`src/rtl/change_dispenser_pkg.sv`:
```
// Shared definitions for the vending machine money-out path: coin values,
// coin_type encoding and the dispenser state encoding.
package change_dispenser_pkg;

    localparam logic [10:0] COIN_500       = 11'd500;
    localparam logic [10:0] COIN_100       = 11'd100;
    localparam int          MAX_AMOUNT_WON = 1000;

    typedef enum logic {
        COIN_T100 = 1'b0,
        COIN_T500 = 1'b1
    } coin_t;

    typedef enum logic [2:0] {
        ST_IDLE    = 3'd0,
        ST_SELECT  = 3'd1,
        ST_PRESENT = 3'd2,
        ST_DONE    = 3'd3,
        ST_FAIL    = 3'd4
    } disp_state_t;

endpackage

```
`src/rtl/coin_inventory.sv`:
```
// 500-won and 100-won coin stock: saturating up/down counters with restock
// inputs and one-coin decrement strobes from the dispenser.
module coin_inventory #(
    parameter int CNT_W    = 8,
    parameter int INIT_500 = 20,
    parameter int INIT_100 = 50
) (
    input  logic             clock,
    input  logic             reset,
    input  logic             restock_500,
    input  logic             restock_100,
    input  logic             dec_500,
    input  logic             dec_100,
    output logic [CNT_W-1:0] cnt_500,
    output logic [CNT_W-1:0] cnt_100
);

    // Restock and decrement together cancel; the count sticks at full scale.
    function automatic logic [CNT_W-1:0] step(input logic [CNT_W-1:0] cnt,
                                              input logic inc, input logic dec);
        logic [CNT_W-1:0] r;
        r = cnt;
        if (inc && !dec && cnt != '1)
            r = cnt + CNT_W'(1);
        else if (dec && !inc && cnt != '0)
            r = cnt - CNT_W'(1);
        return r;
    endfunction

    always_ff @(posedge clock) begin
        if (reset) begin
            cnt_500 <= CNT_W'(INIT_500);
            cnt_100 <= CNT_W'(INIT_100);
        end else begin
            cnt_500 <= step(cnt_500, restock_500, dec_500);
            cnt_100 <= step(cnt_100, restock_100, dec_100);
        end
    end

endmodule

```
`src/rtl/change_dispenser.sv`:
```
// Pays out a change/refund request one coin at a time (500s first, then 100s)
// over a valid/ack handshake to the hopper, reporting any unpaid shortfall.
module change_dispenser
    import change_dispenser_pkg::*;
#(
    parameter int AMT_W      = 11,
    parameter int MAX_AMOUNT = MAX_AMOUNT_WON,
    parameter int CNT_W      = 8,
    parameter int INIT_500   = 20,
    parameter int INIT_100   = 50
) (
    input  logic             clock,
    input  logic             reset,
    input  logic             req_valid,
    output logic             req_ready,
    input  logic [AMT_W-1:0] req_amount,
    output logic             coin_valid,
    output logic             coin_type,
    input  logic             coin_ack,
    output logic             done,
    output logic             fail,
    output logic [AMT_W-1:0] shortfall,
    input  logic             restock_500,
    input  logic             restock_100,
    output logic [CNT_W-1:0] cnt_500,
    output logic [CNT_W-1:0] cnt_100
);

    localparam logic [AMT_W-1:0] V500 = AMT_W'(COIN_500);
    localparam logic [AMT_W-1:0] V100 = AMT_W'(COIN_100);

    disp_state_t      state, state_next;
    logic [AMT_W-1:0] remaining;
    coin_t            coin_sel;
    logic             legal, pick_500, pick_100, dec_500, dec_100;

    // Legal amounts are whole multiples of 100 won up to MAX_AMOUNT.
    function automatic logic is_legal(input logic [AMT_W-1:0] amt);
        logic ok;
        ok = 1'b0;
        for (int k = 0; k <= MAX_AMOUNT / 100; k++)
            if (amt == AMT_W'(k * 100))
                ok = 1'b1;
        return ok;
    endfunction

    assign legal    = is_legal(req_amount);
    assign pick_500 = (remaining >= V500) && (cnt_500 != '0);
    assign pick_100 = (remaining >= V100) && (cnt_100 != '0);
    assign dec_500  = (state == ST_PRESENT) && coin_ack && (coin_sel == COIN_T500);
    assign dec_100  = (state == ST_PRESENT) && coin_ack && (coin_sel == COIN_T100);

    assign req_ready  = (state == ST_IDLE);
    assign coin_valid = (state == ST_PRESENT);
    assign done       = (state == ST_DONE);
    assign fail       = (state == ST_FAIL);
    assign coin_type  = coin_sel;

    always_ff @(posedge clock) begin
        if (reset)
            state <= ST_IDLE;
        else
            state <= state_next;
    end

    always_comb begin
        state_next = state;
        case (state)
            ST_IDLE:    if (req_valid) state_next = legal ? ST_SELECT : ST_FAIL;
            ST_SELECT: begin
                if (remaining == '0)           state_next = ST_DONE;
                else if (pick_500 || pick_100) state_next = ST_PRESENT;
                else                           state_next = ST_FAIL;
            end
            ST_PRESENT: if (coin_ack) state_next = ST_SELECT;
            ST_DONE:    state_next = ST_IDLE;
            ST_FAIL:    state_next = ST_IDLE;
            default:    state_next = ST_IDLE;
        endcase
    end

    // remaining cannot underflow: a coin is only chosen when it fits.
    always_ff @(posedge clock) begin
        if (reset) begin
            remaining <= '0;
            shortfall <= '0;
            coin_sel  <= COIN_T100;
        end else begin
            case (state)
                ST_IDLE: if (req_valid) begin
                    if (legal) begin
                        remaining <= req_amount;
                        shortfall <= '0;
                    end else begin
                        shortfall <= req_amount;
                    end
                end
                ST_SELECT: if (remaining != '0) begin
                    if (pick_500)      coin_sel  <= COIN_T500;
                    else if (pick_100) coin_sel  <= COIN_T100;
                    else               shortfall <= remaining;
                end
                ST_PRESENT: if (coin_ack)
                    remaining <= remaining - ((coin_sel == COIN_T500) ? V500 : V100);
                default: ;
            endcase
        end
    end

    coin_inventory #(
        .CNT_W   (CNT_W),
        .INIT_500(INIT_500),
        .INIT_100(INIT_100)
    ) u_inventory (
        .clock      (clock),
        .reset      (reset),
        .restock_500(restock_500),
        .restock_100(restock_100),
        .dec_500    (dec_500),
        .dec_100    (dec_100),
        .cnt_500    (cnt_500),
        .cnt_100    (cnt_100)
    );

endmodule

```
`config.mk`:
```
export PLATFORM = sky130hd
export DESIGN_NAME = change_dispenser
export DESIGN_NICKNAME = d
export VERILOG_FILES = /design/src/rtl/change_dispenser_pkg.sv /design/src/rtl/coin_inventory.sv /design/src/rtl/change_dispenser.sv
export SDC_FILE = /design/constraint.sdc
export NUM_CORES = 1
export LEC_CHECK = 0
export ABC_AREA = 1
export ABC_CLOCK_PERIOD_IN_PS = 2700
export CORE_MARGIN = 2
export CORE_UTILIZATION = 45
export DETAILED_ROUTE_END_ITERATION = 8
export PLACE_DENSITY = 0.69
export REMOVE_ABC_BUFFERS = 1
export SETUP_SLACK_MARGIN = 0.2
export SLEW_MARGIN = 20
export SYNTH_ARGS = -nofsm -noshare
export SYNTH_HDL_FRONTEND = slang
export SYNTH_SLANG_ARGS = --single-unit
```
`constraint.sdc`:
```
create_clock -name clock -period 2.7 [get_ports clock]
set_input_delay 0.405 -clock clock [delete_from_list [all_inputs] [get_ports clock]]
set_output_delay 0.405 -clock clock [all_outputs]
set_load 0.05 [all_outputs]
```
== Word level (Yosys, flattened, before mapping) ==
Cells that the tools add are included.

* Add/subtract/negate cells: 5
* Multipliers: 0
* Divide/modulo/power cells: 0
* Order comparisons: 2
* Equal/unequal tests: 22
* Shift-type cells: 0
* Multiplexer cells: 34
* Bitwise gates (word level): 1
* Reductions and logical operators: 33

{| class="wikitable"
|+ Operator list
! operator !! count
|-
| $mux W11 || 8
|-
| $eq A11 B10 Y1 const B || 5
|-
| $pmux W11 S2 || 2
|-
| $eq A11 B9 Y1 const B || 3
|-
| $mux W8 || 4
|-
| $logic_not A11 Y1 || 2
|-
| $add A8 B1 Y8 const B || 2
|-
| $ne A8 B8 Y1 const B || 2
|-
| $reduce_bool A8 Y1 || 2
|-
| $sub A8 B1 Y8 const B || 2
|-
| $mux W3 || 5
|-
| $logic_and A1 B1 Y1 || 13
|-
| $mux W1 || 13
|-
| $eq A11 B7 Y1 const B || 1
|-
| $eq A11 B8 Y1 const B || 1
|-
| $ge A11 B7 Y1 const B || 1
|-
| $ge A11 B9 Y1 const B || 1
|-
| $reduce_bool A11 Y1 || 1
|-
| $sub A11 B9 Y11 || 1
|-
| $reduce_bool A2 Y1 || 5
|-
| $mux W9 || 1
|-
| $pmux W3 S3 || 1
|-
| $ne A2 B2 Y1 const B || 4
|-
| $eq A3 B2 Y1 const B || 2
|-
| other kinds (11) || 15
|}

* Register bits: 42
* Bits in latches: 0
* Memory bits (writable): 0
* ROM bits: 0
* Output and inout bits: 32
* Memories: 0

== Depth between registers and ports, before layout ==
Gate-level depths: netlist (run 1).

* Depth after elaboration: 15
* Mapped depth: 15
* Depth with buffers taken out: 15

== Modules after synthesis ==
From an unflattened synthesis (run 1), not the netlist that was laid out.

* Cells, all modules: 523
* Area total of the unflattened synthesis: 3241.9 µm²

{| class="wikitable"
|+ By module, submodules not included
! module !! instances !! cells an instance !! area each (µm²)
|-
| change_dispenser || 1 || 337 || 1976.9
|-
| coin_inventory || 1 || 186 || 1265.0
|}

== Worst setup path after synthesis (run 1) ==
Ideal clock, no wire load.

* Path kind: register -> register
* Start point: register u_inventory.cnt_500[0]
* End point: register u_inventory.cnt_500[5]
* Data arrival time: 2462 ps
* Data required time: 2580 ps
* Slack: 118 ps
* Cell stages (with the launch flop): 11
* Buffers on the path: 0
* Period minus slack after synthesis: 2582 ps
* Cell sequence: dfxtp_1 -> nand4_1 -> o211ai_1 -> ha_1 -> a21oi_1 -> nand2_1 -> a21oi_1 -> nor2_1 -> nor2_1 -> xor2_1 -> a21oi_1

* Word-level cells in the longest chain between the ends: 3
* Elaborated cells between the ends (all ways): 9
* Those cells by class: add/sub (2); eq/ne (1); mux (2); reduce/logical (4)

{| class="wikitable"
|+ RTL lines
! item !! RTL line !! RTL
|-
| from (decl) || coin_inventory.sv:14 || <nowiki>output logic [CNT_W-1:0] cnt_500,</nowiki>
|-
| from (signal assigned) || coin_inventory.sv:32 || <nowiki>cnt_500 <= CNT_W'(INIT_500);</nowiki>
|-
| from (signal assigned) || coin_inventory.sv:35 || <nowiki>cnt_500 <= step(cnt_500, restock_500, dec_500);</nowiki>
|-
| $sub A8 B1 Y8, or another cell as far along || coin_inventory.sv:26 || <nowiki>r = cnt - CNT_W'(1);</nowiki>
|-
| $mux W8, or another cell as far along || coin_inventory.sv:25 || <nowiki>else if (dec && !inc && cnt != '0)</nowiki>
|-
| $mux W8 or $reduce_bool A2 Y1 (tied branches) || -- ||
|}

Several ways; a longest one is shown, not always the timed one. The select of a mux whose other input is x is not followed.
A chain may end at the register's enable or synchronous reset.

== Final worst setup path (run 1) ==
* Start point: input port coin_ack
* End point: register u_inventory.cnt_100[6]

* Word-level cells in the longest chain between the ends: 6
* Elaborated cells between the ends (all ways): 9
* Those cells by class: mux (1); reduce/logical (8)

{| class="wikitable"
|+ RTL lines
! item !! RTL line !! RTL
|-
| from (decl) || change_dispenser.sv:19 || <nowiki>input logic coin_ack,</nowiki>
|-
| $logic_and A1 B1 Y1 (*) (2 in series) || change_dispenser.sv:51 || <nowiki>assign dec_100 = (state == ST_PRESENT) && coin_ack && (coin_sel == COIN_T100);</nowiki>
|-
| $logic_not A1 Y1 || coin_inventory.sv:23 || <nowiki>if (inc && !dec && cnt != '1)</nowiki>
|-
| $logic_and A1 B1 Y1 (2 in series) || coin_inventory.sv:23 ||
|-
| $mux W8 or $reduce_bool A2 Y1 (tied branches) || -- ||
|-
| to (signal assigned) || coin_inventory.sv:33 || <nowiki>cnt_100 <= CNT_W'(INIT_100);</nowiki>
|-
| to (signal assigned) || coin_inventory.sv:36 || <nowiki>cnt_100 <= step(cnt_100, restock_100, dec_100);</nowiki>
|-
| to (decl) || coin_inventory.sv:15 || <nowiki>output logic [CNT_W-1:0] cnt_100</nowiki>
|}

Every way passes the cells marked *; elsewhere a longest branch is shown, timed or not.

==> metrics.md, run 1 <==
| Metric | Value |
|---|---|
| Outcome | `finished with violations` |
| Failing checks | `design-rule violations` |
| WL/cell | `13.9 um` |
| Yosys top cell area share | `27.9%` |
| Cell variety after synth | `35` |
| Antenna violations before repair | `0` |
| Root buf cell | `clkbuf_8` |
| Core Area | `6420 um^2` |
| GRT Util Overall | `23.2%` |
| WP buf/inv | `4` |
| Worst-case clock buffer depth | `2` |
| Met3 global-route usage | `3.75%` |
| Final-stage net count | `between 500 and 600` |
| Fraction of layout cells with a size suffix above 1 | `14.0%` |
| Placed cells | `a little under 600` |
| Worst hold path type | `flip-flop to flip-flop` |
| Worst Hold Path EP | `remaining[1]` |
| IO Pins | `49` |
| Clk sinks | `between 40 and 50` |
| Post-synthesis area per instance | `6.52 um^2` |
| Vias | `3328` |
| Max-cap viol count | `0` |
| Die ar. | `7370 um^2` |
| Worst hold path depth | `2` |
| Worst-Skew Late Latency | `300 ps` |
| Top cell by count, worst path | `nor2_1` |
| Global route overflow | `0` |
| DRC viols | `3` |
| Multi-input logic area | `1960 um^2` |
| Fmax | `432 MHz` |
| DRT Wirelength | `8.43 mm` |
| Kind of launch point of the worst setup path | `input port` |
| Die Wd | `85.9 um` |
| Num CTS Buffers | `5` |
| Hold WS | `459 ps` |
| GRT busiest layer | `met2` |
| Max Clock Skew | `roughly 9.1 ps` |
| FF+latch area | `about 850 um^2` |
| Vias in the first global route | `2924` |
| Global-route wire length before repair | `13.7 mm` |
| WP data required | `2880 ps` |
| Critical Path Fanout Max | `7` |
| Final Util | `60.0%` |
| Power Total | `around 0.002 W` |
| Post-Layout Cell Count | `607` |
| Max Slew Vio Count | `0` |
| Hold Path Origin | `remaining[1]` |
| Clock transition at path regs | `90 ps` |
| Routed Antenna Nets | `0` |
| Cells after Synth | `463` |
| Initial DRT Pass Iterations | `7` |
| Path depth of the worst reg2reg path | `13` |
| Final worst slack | `383 ps` |
| DP HPWL | `6.14 mm` |
| Yosys warnings | `0` |
| Crit-path leading delay family | `buffers and inverters` |
| R2R Path Start | `state[2]` |
| Number of buffers added on ports | `48` |
| Leakage | `1.72 nW` |
| Fill cells | `614` |
| Hold_buf cts | `0` |
| CP Cell Sequence | `clkdlybuf4s50_1, inv_2, nor3_2, nor2_1, inv_2, buf_4, fa_1, nand3_1, nand2_1, a21oi_1, nor2_1, nor2_1, xor2_1, a21oi_1` |
| Crit path DAT | `2500 ps` |
| Worst r2r dst | `u_inventory.cnt_500[6]` |
| CP endpoint kind | `flip-flop` |
| Row cnt | `29` |
| CP max stage cell | `clkdlybuf4s50_1` |
| Top cells by area, synth | `dfxtp_1, nand2_1, a21oi_1, nor2_1, ha_1` |
| Synth-to-Final Area Change | `27.8%` |
| Setup Slack @ Placement | `-85.4 ps` |
| Drt via density | `approximately 5.5` |
| GPL Wtd Cong | `about 0.94` |
| CTS tree | `yes` |
| Crit Path Category | `input port to flip-flop` |
| Met1 Track Usage GR | `29.9%` |
| Netlist Area Pre-Place | `3020 um^2` |
| RSZ-0062 raised after global routing | `no` |
| Initial Utilization | `47.0%` |
| H-tree depth | `2` |
| Measured slew at the worst slew-check pin | `514 ps` |
| DR iter-0 viols | `approximately 270` |
| Reg2Reg Setup Slack | `430 ps` |
| Final hold vios | `0` |
| Rel. slew slack | `65.6%` |
| Largest net degree at the start of global routing | `34` |
| Largest stage delay on the critical path | `approximately 430 ps` |
| Die Ht | `85.9 um` |
| Peak VDD IR | `467 uV` |
| Final period util | `85.8%` |
| Met2 GRT Util | `39.2%` |
| Synthesized flop and latch total | `42` |
| PwrDens | `505 nW/um^2` |
| N_diodes | `0` |
| Tmin final | `2320 ps` |
| Largest area contributor in the netlist | `dfxtp_1` |
| Final Setup Violations | `0` |
| Sequential share of the synthesized area | `27.9%` |
## where the power goes
group | internal [W] | total [W] | switching, W | leakage [nW]
logic | 0.000269 | 0.000701 | 0.000432 | 1.33
registers | 0.000669 | 0.000727 | 0.0000575 | 0.348
clock network | 0.000275 | 0.000519 | 0.000244 | 0.0504
## synthesized netlist by cell type (all sizes together)
master and count:
xor2 6, nor3 10, a31oi 3, or2 2, buf 6, dfxtp 42
fa 2, o211ai 4, nand4 13, nor2 66, a21o 1, nand2 95
ha 18, o21ai 32, inv 50, clkbuf 6, a211oi 2, a21oi 59
nand3 34, nor4 5, xnor2 4, nand3b 3
## flip-flops by register name (all words and copies together) (netlist names)
signal	count
coin_type	1
remaining	11
shortfall	11
state	3
u_inventory.cnt_100	8
u_inventory.cnt_500	8
## final cells by class
type	count	share of cell area (%)
repair buffers	71	16.9
clock inverters	3	1.17
flip-flops and latches	42	21.9
clock buffers	5	1.79
inverters	50	4.87
multi-input cells	359	50.8
well taps	77	2.50
## worst reg2reg max path, stage by stage, from the launching register on
cell,delay (ps)
dfxtp_2,350
nor2_2,130
nand2_2,100
nor3_2,160
inv_1,70
o211ai_1,190
ha_1,340
a21oi_1,170
nand2_1,120
a21oi_2,130
nor2_1,50
nor2_1,110
xor2_1,150
a21oi_1,70
## cells by family (layout without fill, tap and decap cells)
| logic type | Yosys count | after routing | synth area share (%) |
|---|---|---|---|
| AO/OA/AOI/OAI | 101 | 101 | 18.2 |
| XOR/XNOR | 10 | 10 | 2.90 |
| adder cells (fa/ha/maj) | 20 | 20 | 8.79 |
| buffers and inverters | 62 | 129 | 8.25 |
| flip-flops | 42 | 42 | 27.9 |
| AND/OR/NAND/NOR | 228 | 228 | 34.0 |
## through the flow
stage | TNS [ps] | cell area (um^2)
2_1_floorplan | 0 | 2960
3_3_place_gp | 0 | 3670
3_5_place_dp | -137 | 3670
4_1_cts | 0 | 3790
5_1_grt | 0 | 3850
6_report | 0 | 3850
## how the worst max path moves through the flow
stage	from	endpoint	slack, ps	depth (start not counted)
after floorplan	u_inventory.cnt_500[0]	u_inventory.cnt_500[5]	110	10
after global placement	coin_ack	u_inventory.cnt_100[7]	10	13
after detailed placement	coin_ack	u_inventory.cnt_100[7]	-90	13
after CTS	coin_ack	u_inventory.cnt_100[7]	240	13
after global routing	u_inventory.cnt_500[0]	u_inventory.cnt_500[7]	210	13
final	coin_ack	u_inventory.cnt_100[6]	380	14
## cells in the final DEF (no fill, tap or decap), types with 4 or more instances in the layout
cell type and count:
xor2_1 6, nand4_1 13, nor3_1 7, o21ai_0 31
a21oi_2 7, a21oi_1 51, dfxtp_1 38, dfxtp_2 4
clkdlybuf4s50_1 47, o211ai_1 4, nor4_1 5, ha_1 18
nand3_1 31, xnor2_1 4, nand2_1 87, buf_4 23
nor2_1 63, inv_1 38, clkbuf_8 5, inv_2 12
nand2_2 7
## layer usage
| metal | wire [um] | vias to the layer above |
|---|---|---|
| met5 | 0 | - |
| met4 | 178 | 0 |
| met3 | 459 | 14 |
| met2 | 4040 | 97 |
| met1 | 3750 | 1532 |
| li1 | - | 1685 |
## what timing repair did
| item | in CTS | in global routing |
|---|---|---|
| gates resized for setup | 1 | 15 |
| endpoints found under the setup margin | 1 | 7 |
| cloned | 0 | 0 |
| pin swaps | 0 | 4 |
| setup buffers | 0 | 4 |
| endpoints found under the hold margin | 0 | 0 |
(Power assumes the default switching activity.)
==> run 2: changes to the inputs <==
--- a/config.mk
+++ b/config.mk
@@ -11,6 +11,7 @@
 export CORE_UTILIZATION = 45
 export DETAILED_ROUTE_END_ITERATION = 8
 export PLACE_DENSITY = 0.69
+export RECOVER_POWER = 25
 export REMOVE_ABC_BUFFERS = 1
 export SETUP_SLACK_MARGIN = 0.2
 export SLEW_MARGIN = 20
==> run 2 against run 1 <==
Against the previous run: the run still ends with design-rule violations left; critical path depth unchanged; global-route usage unchanged; power down 0.48%; clock power about the same; cell count unchanged; wire length up 0.38%; register-to-register slack worse by 30 ps; sequential power about the same; clock skew up 2.8 ps; setup slack worse by 73 ps; critical path type unchanged; critical endpoint is now u_inventory.cnt_100[7]; largest cell class unchanged.
==> metrics.md, run 2 (same netlist as run 1, synthesis figures left out) <==
| Metric | Value |
|---|---|
| Outcome | `finished with violations` |
| Failing checks | `design-rule violations` |
| Final-stage net count | `566 (unchanged)` |
| PwrDens | `504 nW/um^2 (-0.29%)` |
| GPL Wtd Cong | `0.935 (unchanged)` |
| Top flop regs | `remaining (11), shortfall (11)` |
| Row cnt | `29 (unchanged)` |
| Logic pwr share | `35.8% (-0.2 points)` |
| Drt via density | `5.50 (+0.27%)` |
| DRT Wirelength | `8.46 mm (+0.38%)` |
| Hold_buf cts | `0 (unchanged)` |
| Root buf cell | `clkbuf_8` |
| Crit Path Category | `input port to flip-flop` |
| Number of buffers added on ports | `48 (unchanged)` |
| Routed Antenna Nets | `0 (unchanged)` |
| Worst Setup SP | `coin_ack` |
| Kind of launch point of the worst setup path | `input port` |
| Final hold vios | `0 (unchanged)` |
| Fraction of layout cells with a size suffix above 1 | `13.6% (-0.38 points)` |
| CP endpoint kind | `flip-flop` |
| Final worst slack | `310 ps (-73.3 ps)` |
| CP max stage cell | `clkdlybuf4s50_1` |
| Rel. slew slack | `65.6% (about the same)` |
| DP HPWL | `6.14 mm (unchanged)` |
| Antenna violations before repair | `0 (unchanged)` |
| RSZ-0062 raised after global routing | `no` |
| Switching portion of total power | `37.7% (+0.040 points)` |
| Peak VDD IR | `460 uV (-1.7%)` |
| N_diodes | `0 (unchanged)` |
| Worst r2r dst | `u_inventory.cnt_100[7]` |
| Max-cap viol count | `0 (unchanged)` |
| Reg2Reg Setup Slack | `400 ps (-30 ps)` |
| Final Setup Violations | `0 (unchanged)` |
| Die Ht | `85.9 um (unchanged)` |
| Most frequent cells in the layout | `nand2_1, nor2_1, a21oi_1` |
| Setup Slack @ Placement | `-85.4 ps (unchanged)` |
| Core Area | `6420 um^2 (unchanged)` |
| H-tree depth | `2 (unchanged)` |
| IO Pins | `49 (unchanged)` |
| Fmax | `418 MHz (-3.1%)` |
| Worst-case clock buffer depth | `2 (unchanged)` |
| Initial DRT Pass Iterations | `6 (-1)` |
| CTS tree | `yes` |
| DR iter-0 viols | `267 (-2.6%)` |
| Worst hold path depth | `2 (unchanged)` |
| Largest stage delay on the critical path | `490 ps (+60 ps)` |
| R2R Path Start | `state[2]` |
| Global-route wire length before repair | `13.7 mm (unchanged)` |
| Power Total | `0.00194 W (-0.48%)` |
| Largest net degree at the start of global routing | `34 (unchanged)` |
| Clock transition at path regs | `100 ps (about the same)` |
| Worst-Skew Late Latency | `300 ps (about the same)` |
| Max Clock Skew | `11.8 ps (+2.75 ps)` |
| Final period util | `88.5% (+2.7 points)` |
| Path depth of the worst reg2reg path | `14 (+1)` |
| CP Cell Sequence | `clkdlybuf4s50_1, inv_2, nor3_1, nor2_1, inv_2, ha_1, buf_4, nand2_1, nor2_1, a21oi_1, or2_0, nand3_1, o21ai_0, a21oi_1` |
| Sw Pwr | `0.000731 W (-0.38%)` |
| Die ar. | `7370 um^2 (unchanged)` |
| Num CTS Buffers | `5 (unchanged)` |
| Internal power | `0.00121 W (-0.55%)` |
| Tmin final | `2390 ps (+73.3 ps)` |
| Sequential Power Share | `37.5% (+0.2 points)` |
| Worst Hold Path EP | `remaining[0]` |
| Die Wd | `85.9 um (unchanged)` |
| Hold Path Origin | `remaining[0]` |
| Vias in the first global route | `2924 (unchanged)` |
| Vias | `3337 (+0.27%)` |
| Initial Utilization | `47.0% (unchanged)` |
| Max Slew Vio Count | `0 (unchanged)` |
| Critical Path Fanout Max | `7 (unchanged)` |
| Synth-to-Final Area Change | `27.5%` |
| Clock Power Share | `26.7% (about the same)` |
| Most common cell after layout, fill and taps aside | `nand2_1` |
| Setup TNS | `0 ps (unchanged)` |
| Leakage | `1.75 nW (+1.4%)` |
| Clk sinks | `42 (unchanged)` |
| Measured slew at the worst slew-check pin | `514 ps (+0.0646 ps)` |
| GRT Util Overall | `23.2% (unchanged)` |
| DRC viols | `3 (unchanged)` |
| Worst hold path type | `flip-flop to flip-flop` |
| WP data required | `2890 ps (about the same)` |
| Global route overflow | `0 (unchanged)` |
| Crit path DAT | `2580 ps (+80 ps)` |
| WL/cell | `13.9 um (+0.38%)` |
## run 2: cell types whose count changed in the layout (fill, tap and decap cells not counted)
cell	previous run	this run
clkdlybuf4s50_1	47	34
dlygate4sd3_1	0	13
nand2_1	87	88
nand2_2	7	6
nor3_1	7	8
nor3_2	3	2
## run 2: worst max-delay path by stage
stage / end / slack, ps
2_1_floorplan: u_inventory.cnt_500[5] / 110
3_3_place_gp: u_inventory.cnt_100[7] / 10
3_5_place_dp: u_inventory.cnt_100[7] / -90
4_1_cts: u_inventory.cnt_100[7] / 240
5_1_grt: u_inventory.cnt_100[7] / 130
6_report: u_inventory.cnt_100[7] / 310
## run 2: cell type report
class / instances / area, um^2
Fill cell: 616 / 2570
Clock buffer: 5 / 68.8
Tap cell: 77 / 96.3
Multi-Input combinational cell: 359 / 1950
Timing Repair Buffer: 71 / 652
Sequential cell: 42 / 846
Clock inverter: 3 / 45.0
Inverter: 50 / 188
## run 2: per-stage QoR
step                hold WS (ps)  cell area [um^2]  instances  utilization, %
global route                 477              3850        607            59.9
CTS                          457              3790        603            59.0
floorplan                    428              2960        451               -
finish                       459              3850        607            59.9
global placement             443              3670        595            57.2
detailed placement           442              3670        595            57.2
## run 2: worst max-delay path, delay by kind of cell
| kind | cells | cell delay, ps |
|---|---|---|
| compound gates | 3 | 400 |
| fa+ha+maj | 1 | 270 |
| buf+inv | 4 | 840 |
| simple gates | 6 | 670 |
## run 2: per-layer routing
| layer | routed length (um) | global-route usage (%) | vias to the layer above |
|---|---|---|---|
| met3 | 476 | 3.75 | 12 |
| met4 | 175 | 8.23 | 0 |
| met2 | 4050 | 39.2 | 99 |
| met1 | 3750 | 29.9 | 1537 |
| met5 | 0 | 0 | - |
| li1 | - | - | 1689 |
## run 2: repair_timing
| item | 4_1_cts | 5_1_grt |
|---|---|---|
| gates resized for setup | 1 | 15 |
| buffers inserted | 0 | 4 |
| endpoints found under the hold margin | 0 | 0 |
| setup endpoints to repair | 1 | 7 |
| pin swaps | 0 | 4 |
## run 2: power by group through the flow
stage / logic, W / registers (W) / clock network, W
6_report: 0.000694 / 0.000726 / 0.000518
5_1_grt: 0.000751 / 0.000735 / 0.000559
4_1_cts: 0.000684 / 0.000725 / 0.000530
3_5_place_dp: 0.000682 / 0.000738 / 0
3_3_place_gp: 0.000671 / 0.000738 / 0
2_1_floorplan: 0.000288 / 0.000891 / 0
